File: src/rtl/jogo_pkg.sv
// Shared constants for the memory-game blocks: button width, debounce length
// and the state encoding of the jogada detector.
package jogo_pkg;

  localparam int N_BOTOES_PADRAO        = 4;
  localparam int DEBOUNCE_CICLOS_PADRAO = 5;
  localparam int CNT_W                  = 8;

  typedef enum logic [1:0] {
    ESPERA      = 2'd0,
    FILTRO      = 2'd1,
    PRESSIONADO = 2'd2,
    SOLTURA     = 2'd3
  } estado_t;

endpackage

File: src/rtl/sincronizador_2ff.sv
// Two-flop synchroniser for asynchronous level inputs; clears on synchronous
// active-low reset.
module sincronizador_2ff #(
  parameter int WIDTH = 1
) (
  input  logic             clock,
  input  logic             reset,
  input  logic [WIDTH-1:0] d_i,
  output logic [WIDTH-1:0] q_o
);

  logic [WIDTH-1:0] ff1_q;
  logic [WIDTH-1:0] ff2_q;

  always_ff @(posedge clock) begin
    if (!reset) begin
      ff1_q <= '0;
      ff2_q <= '0;
    end else begin
      ff1_q <= d_i;
      ff2_q <= ff2_in(ff1_q);
    end
  end

  function automatic logic [WIDTH-1:0] ff2_in(input logic [WIDTH-1:0] v);
    return v;
  endfunction

  assign q_o = ff2_q;

endmodule

File: src/rtl/detector_jogada.sv
// Debounces the board buttons and turns each physical press into one
// registered jogada code plus a single-cycle valid/invalid strobe.
//
// state       | meaning
// ESPERA      | idle, all buttons released, waiting for a press
// FILTRO      | counting stable cycles of a candidate pattern
// PRESSIONADO | press accepted (or ignored), waiting for release
// SOLTURA     | counting stable released cycles before re-arming
module detector_jogada
  import jogo_pkg::*;
#(
  parameter int N_BOTOES        = N_BOTOES_PADRAO,
  parameter int DEBOUNCE_CICLOS = DEBOUNCE_CICLOS_PADRAO
) (
  input  logic                clock,
  input  logic                reset,
  input  logic [N_BOTOES-1:0] botoes,
  input  logic                habilita,
  output logic [N_BOTOES-1:0] jogada,
  output logic                jogada_valida,
  output logic                jogada_invalida,
  output logic                db_tem_jogada,
  output logic [3:0]          db_estado
);

  localparam logic [CNT_W-1:0] CNT_FIM = CNT_W'(DEBOUNCE_CICLOS - 1);

  logic [N_BOTOES-1:0] s;

  estado_t             estado_q,   estado_d;
  logic [CNT_W-1:0]    cnt_q,      cnt_d;
  logic [N_BOTOES-1:0] padrao_q,   padrao_d;
  logic [N_BOTOES-1:0] jogada_q,   jogada_d;
  logic                valida_q,   valida_d;
  logic                invalida_q, invalida_d;
  logic                padrao_one_hot;

  sincronizador_2ff #(
    .WIDTH (N_BOTOES)
  ) u_sinc (
    .clock (clock),
    .reset (reset),
    .d_i   (botoes),
    .q_o   (s)
  );

  // Clearing the lowest set bit leaves zero only for a single-bit pattern.
  assign padrao_one_hot = (padrao_q != '0) &&
                          ((padrao_q & (padrao_q - N_BOTOES'(1))) == '0);

  always_ff @(posedge clock) begin
    if (!reset) begin
      estado_q   <= SOLTURA;
      cnt_q      <= '0;
      padrao_q   <= '0;
      jogada_q   <= '0;
      valida_q   <= 1'b0;
      invalida_q <= 1'b0;
    end else begin
      estado_q   <= estado_d;
      cnt_q      <= cnt_d;
      padrao_q   <= padrao_d;
      jogada_q   <= jogada_d;
      valida_q   <= valida_d;
      invalida_q <= invalida_d;
    end
  end

  always_comb begin
    estado_d   = estado_q;
    cnt_d      = cnt_q;
    padrao_d   = padrao_q;
    jogada_d   = jogada_q;
    valida_d   = 1'b0;
    invalida_d = 1'b0;

    case (estado_q)
      ESPERA: begin
        if (s != '0) begin
          cnt_d = '0;
          if (habilita) begin
            padrao_d = s;
            estado_d = FILTRO;
          end else begin
            // Press arrived while disabled: swallow it and demand a release.
            estado_d = SOLTURA;
          end
        end
      end

      FILTRO: begin
        if (s != padrao_q) begin
          estado_d = ESPERA;
        end else begin
          cnt_d = cnt_q + CNT_W'(1);
          if (cnt_q == CNT_FIM) begin
            estado_d = PRESSIONADO;
            if (habilita) begin
              jogada_d   = padrao_q;
              valida_d   = padrao_one_hot;
              invalida_d = !padrao_one_hot;
            end
          end
        end
      end

      PRESSIONADO: begin
        if (s == '0) begin
          cnt_d    = '0;
          estado_d = SOLTURA;
        end
      end

      SOLTURA: begin
        if (s != '0) begin
          estado_d = PRESSIONADO;
        end else begin
          cnt_d = cnt_q + CNT_W'(1);
          if (cnt_q == CNT_FIM) begin
            estado_d = ESPERA;
          end
        end
      end

      default: begin
        estado_d = SOLTURA;
        cnt_d    = '0;
      end
    endcase
  end

  assign jogada          = jogada_q;
  assign jogada_valida   = valida_q;
  assign jogada_invalida = invalida_q;
  assign db_tem_jogada   = |s;
  assign db_estado       = {2'b00, estado_q};

endmodule

File: config.mk
export PLATFORM = sky130hd
export DESIGN_NAME = detector_jogada
export DESIGN_NICKNAME = d
export VERILOG_FILES = /design/src/rtl/jogo_pkg.sv /design/src/rtl/sincronizador_2ff.sv /design/src/rtl/detector_jogada.sv
export SDC_FILE = /design/constraint.sdc
export NUM_CORES = 1
export LEC_CHECK = 0
export ABC_CLOCK_PERIOD_IN_PS = 5800
export BUFFER_PORTS_ARGS = -buffer_cell sky130_fd_sc_hd__buf_4
export CAP_MARGIN = 10
export CORE_MARGIN = 2
export CORE_UTILIZATION = 30
export DETAILED_ROUTE_END_ITERATION = 7
export GPL_TIMING_DRIVEN = 0
export PLACE_DENSITY_LB_ADDON = 0.3
export SYNTH_ARGS = -nofsm -noshare
export SYNTH_HDL_FRONTEND = slang
export SYNTH_HIERARCHICAL = 1
export SYNTH_SLANG_ARGS = --single-unit
export TNS_END_PERCENT = 1
File: constraint.sdc
create_clock -name clock -period 5.8 [get_ports clock]
set_input_delay 1.45 -clock clock [delete_from_list [all_inputs] [get_ports clock]]
set_output_delay 1.45 -clock clock [all_outputs]
set_load 0.05 [all_outputs]
== Word-level counts from Yosys, hierarchy flattened ==
Cells that the tools add are included.

* Register bits after elaboration: 28
* Bits of input ports: 7
* Logic and storage cells: 53

* $add $sub $neg: 2
* Equality and inequality tests: 11
* Mux-type cells: 13
* Bitwise operators: 6
* Reductions and logical operators: 13

{| class="wikitable"
|+ Operators by type and width
! cell !! number
|-
| $mux W8 || 4
|-
| $pmux W8 S4 || 1
|-
| $mux W2 || 7
|-
| $reduce_and A4 Y1 || 3
|-
| $add A8 B1 Y8 const B || 1
|-
| $eq A8 B3 Y1 const B || 1
|-
| $logic_not A4 Y1 || 2
|-
| $ne A2 B2 Y1 const B || 4
|-
| $pmux W2 S4 || 1
|-
| $reduce_bool A4 Y1 || 2
|-
| $ne A3 B3 Y1 const B || 2
|-
| $not A1 Y1 || 5
|-
| $reduce_or A5 Y1 || 1
|-
| $and A4 B4 Y4 || 1
|-
| $eq A2 B2 Y1 const B || 2
|-
| $ne A4 B4 Y1 || 1
|-
| $reduce_or A4 Y1 || 1
|-
| $sub A4 B1 Y4 const B || 1
|-
| $reduce_and A3 Y1 || 1
|-
| $eq A2 B1 Y1 const B || 1
|-
| $logic_not A2 Y1 || 1
|-
| $logic_and A1 B1 Y1 || 1
|-
| $logic_not A1 Y1 || 1
|}

== Depth between registers and ports, before layout ==
* Depth in word-level cells: 5
* Depth in mapped cells: 6

== Cells and area by module ==
The synthesis kept the hierarchy.

{| class="wikitable"
|+ By module, submodules not included
! module !! instances !! cells an instance !! area an instance (um^2) !! sequential area each (um^2)
|-
| detector_jogada || 1 || 132 || 1138.6 || 400.4
|-
| sincronizador_2ff || 1 || 16 || 210.2 || 160.2
|}

== Least setup slack after synthesis ==
Ideal clock, no wire load.

* Path type: flip-flop to output port
* Start point: reg u_sinc.ff2_q[0] (netlist: u_sinc/q_o[0])
* End point: out db_tem_jogada
* Arrival time: 1.102 ns
* Path slack: 3.248 ns
* Stages on the path, launching flop included: 3
* Path buffers: 0
* Cells stage by stage: dfxtp_1 > nor4_4 > inv_1

* Word-level cells in the longest chain between the ends: 1

{| class="wikitable"
|+ RTL lines
! element !! RTL line !! RTL
|-
| start: declaration || sincronizador_2ff.sv:13 || <nowiki>logic [WIDTH-1:0] ff2_q;</nowiki>
|-
| start signal: assignment || sincronizador_2ff.sv:21 || <nowiki>ff2_q <= ff2_in(ff1_q);</nowiki>
|-
| $reduce_or A4 Y1 || detector_jogada.sv:135 || <nowiki>assign db_tem_jogada = |s;</nowiki>
|-
| end: declaration || detector_jogada.sv:22 || <nowiki>output logic db_tem_jogada,</nowiki>
|}

Every way passes these cells.

== Worst setup path in the final report ==
Ends and elaborated chain as after synthesis.

==> reports/results.txt <==
Status -> finished, final reports clean
Critical R2R Capture -> cnt_q[7]
DR iter-0 viols -> 39
Layout cells sized above 1 -> 18.6%
Yosys Warn Count -> 6
Setup bufs post-CTS -> 0
Total length of routed wires -> 2930 um
Core area -> 0.00435 sq mm
Vias in the first global route -> 1,157
Unrepaired setup endpoints after global routing -> no
Pre-antenna DRT Iters -> 4
Crit. End Element -> primary output
Clock Tree Root -> clkbuf_8
First-pass GRT wire length -> 5150 um
Initial Util -> 31.0%
Via density per instance -> 5.31
Initial antenna violation count -> 0
CP Launch Type -> flip-flop
DIE AREA -> 0.00505 sq mm
R2r setup slk -> 3.69 ns
Final Cycle Share -> 51.8%
Reg area -> 561 sq um
Synthesized instance count -> 148
Tightest Pin Transition -> 0.765 ns
Die Ht -> 71.1 um
Post-placement cell area -> 0.00152 sq mm
PortBufs -> 14
Multi-input gate area -> 718 sq um
Die width -> 71.1 um
GR Overflow Total -> 0
Most common cell after layout, fill and taps aside -> dfxtp_1
CTS tree -> yes
Num ports -> 18
Synth Register Bits -> 28
Cell Chain, Critical Path -> nor4_4 -> inv_1 -> buf_4
Finished Core Util -> 36.6%
Top cells by area, synth -> dfxtp_1, and2_1, nand3_1
Sink Count -> 28
Peak supply drop -> 0.119 mV
GP Congestion -> 0.830
Synthesized area -> 0.00135 sq mm
Non-filler cells, final -> 219
Fin. Hold Viols -> 0
CTS Hold Bufs -> 0
Clock Path Buffers -> 2
Clk_skew -> 0.00303 ns
Max incr delay on CP -> 0.52 ns
Area Growth Syn to Fin -> 18.2%
WP buf/inv -> 2
Residual DRC -> 0
DP Wirelength -> 2190 um
Vias post-DR -> 1,162
Static leakage -> 0.595 nW
Post-cts sizing count -> 0
Clock buffer count from CTS -> 3
Top-area cell type share of the netlist area -> 41.6%
Design area -> 0.00159 sq mm
CP arrival -> 1.56 ns
WP data required -> 4.35 ns
Cell Pwr Density -> 261 mW/mm^2
Synth area leader -> dfxtp_1
R2r startpoint -> u_sinc/q_o[0]
Ant diodes -> 0
H-tree depth -> 1
Sequential cell area fraction in the yosys report -> 41.6%
Hold path cells -> 1
Min Clock Period, post-route -> 3.01 ns
Clock Latency Late Sink -> 0.28 ns
Cell family with most CP delay -> simple AND/OR/NAND/NOR gates
Pwr Total -> 0.416 mW
Std-Cell Rows -> 24
F_max -> 333 MHz
Slew Limit Headroom -> 48.3%
Total GRT Usage -> 12.6%
Number of cells on the worst reg-to-reg path -> 5
Crit path kind -> reg -> out
Count of cell types in the netlist -> 42
Worst-path clk slew -> 0.09 ns
Hold endpoint -> u_sinc/q_o[1]
Hold_sp -> u_sinc/ff1_q[1]
Max-cap viol count -> 0
WL/cell -> 13.4 um
HP Class -> reg -> reg
Placed cells -> 215
Pin count of the biggest net entering global routing -> 17
Final setup fails -> 0
Commonest non-fill, non-tap cells in the layout -> dfxtp_1, buf_4, nand3_1, a21oi_1, and2_1
Max Slew Vio Count -> 0
Crit path max-delay cell type -> nor4_4
Avg Cell Area, Syn -> 9.11 sq um
Layout filler cell count -> 432
Max FO, Critical Path -> 7
Final setup TNS -> 0 ns
Routed Antenna Nets -> 0
# nets final -> 177
## power by group
group / internal [mW] / total [mW] / switching, mW / leakage [nW]
logic: 0.0230 / 0.0566 / 0.0336 / 0.331
clock network: 0.0926 / 0.155 / 0.0622 / 0.0357
registers: 0.198 / 0.204 / 0.00661 / 0.228
total: 0.313 / 0.416 / 0.102 / 0.595
## per-stage QoR
| step | setup slack, ns | hold slack, ns |
|---|---|---|
| 3_5_place_dp | 3.11 | 0.421 |
| 4_1_cts | 2.79 | 0.444 |
| 3_3_place_gp | 3.10 | 0.416 |
| 6_report | 2.79 | 0.441 |
| 2_1_floorplan | 3.25 | 0.412 |
| 5_1_grt | 2.71 | 0.458 |
## cells in the mapped netlist (all sizes together)
| cell | count |
|---|---|
| and2 | 10 |
| clkbuf | 3 |
| and3 | 3 |
| a311o | 1 |
| nand3 | 12 |
| a2bb2oi | 1 |
| ha | 2 |
| nor3b | 1 |
| xnor2 | 6 |
| nand2 | 2 |
| nor4b | 1 |
| a21oi | 11 |
| dfxtp | 28 |
| nor2b | 1 |
| o21bai | 1 |
| o21ai | 9 |
| clkinv | 1 |
| a41oi | 1 |
| nor3 | 2 |
| o31ai | 6 |
| nand2b | 1 |
| inv | 6 |
| a31oi | 2 |
| buf | 5 |
| mux2i | 2 |
| conb | 1 |
| mux2 | 3 |
| nor2 | 6 |
| a22oi | 1 |
| and4 | 3 |
| nand4 | 5 |
| or2 | 1 |
| nor4 | 1 |
| or4 | 6 |
| a32oi | 3 |
## worst register-to-register path, stage by stage, from the launching register on
cell     delay [ns]
dfxtp_1        0.37
nor4_4         0.52
mux2_4         0.37
buf_6          0.14
or4_4          0.51
a21oi_2        0.14
## cell type report
type / count / area share (%)
Inverter: 7 / 1.65
Multi-Input combinational cell: 106 / 45.1
Buffer: 8 / 2.98
Clock buffer: 3 / 2.59
Clock inverter: 1 / 1.88
Tap cell: 52 / 4.08
Timing Repair Buffer: 14 / 6.59
Sequential cell: 28 / 35.2
## flip-flops by register name, indices dropped and copies added, names as in the netlist
signal,cells
cnt_q,8
estado_q,2
jogada,4
jogada_invalida,1
jogada_valida,1
padrao_q,4
u_sinc/ff1_q,4
u_sinc/q_o,4
## worst max path at each step
stage | from | end | slack (ns) | cells past startpoint
after detailed placement | u_sinc/q_o[0] | db_tem_jogada | 3.11 | 3
after floorplan | u_sinc/q_o[0] | db_tem_jogada | 3.25 | 2
final | u_sinc/q_o[0] | db_tem_jogada | 2.79 | 3
after CTS | u_sinc/q_o[0] | db_tem_jogada | 2.79 | 3
after global placement | u_sinc/q_o[0] | db_tem_jogada | 3.10 | 3
after global routing | u_sinc/q_o[0] | db_tem_jogada | 2.71 | 3
## metal layers
| layer | up-vias | wire length, um | part of all wire, % | global-route usage [%] |
|---|---|---|---|---|
| li1 | 583 | - | - | - |
| met1 | 546 | 1360 | 46 | 15.4 |
| met2 | 26 | 1380 | 47 | 21.7 |
| met3 | 7 | 118 | 4.0 | 1.57 |
| met4 | 0 | 76 | 2.6 | 6.29 |
| met5 | - | 0 | 0 | 0 |
## kinds of logic after synthesis
| kind of cell | count (synthesis) | share of synthesized area (%) |
|---|---|---|
| AO/OA/AOI/OAI | 36 | 17.1 |
| XOR/XNOR | 6 | 3.90 |
| adder cells (fa/ha/maj) | 2 | 1.85 |
| buffers and inverters | 15 | 5.47 |
| flip-flops | 28 | 41.6 |
| multiplexers | 5 | 4.27 |
| other | 1 | 0.278 |
| AND/OR/NAND/NOR | 55 | 25.6 |
Power figures use the tool's default switching activity.
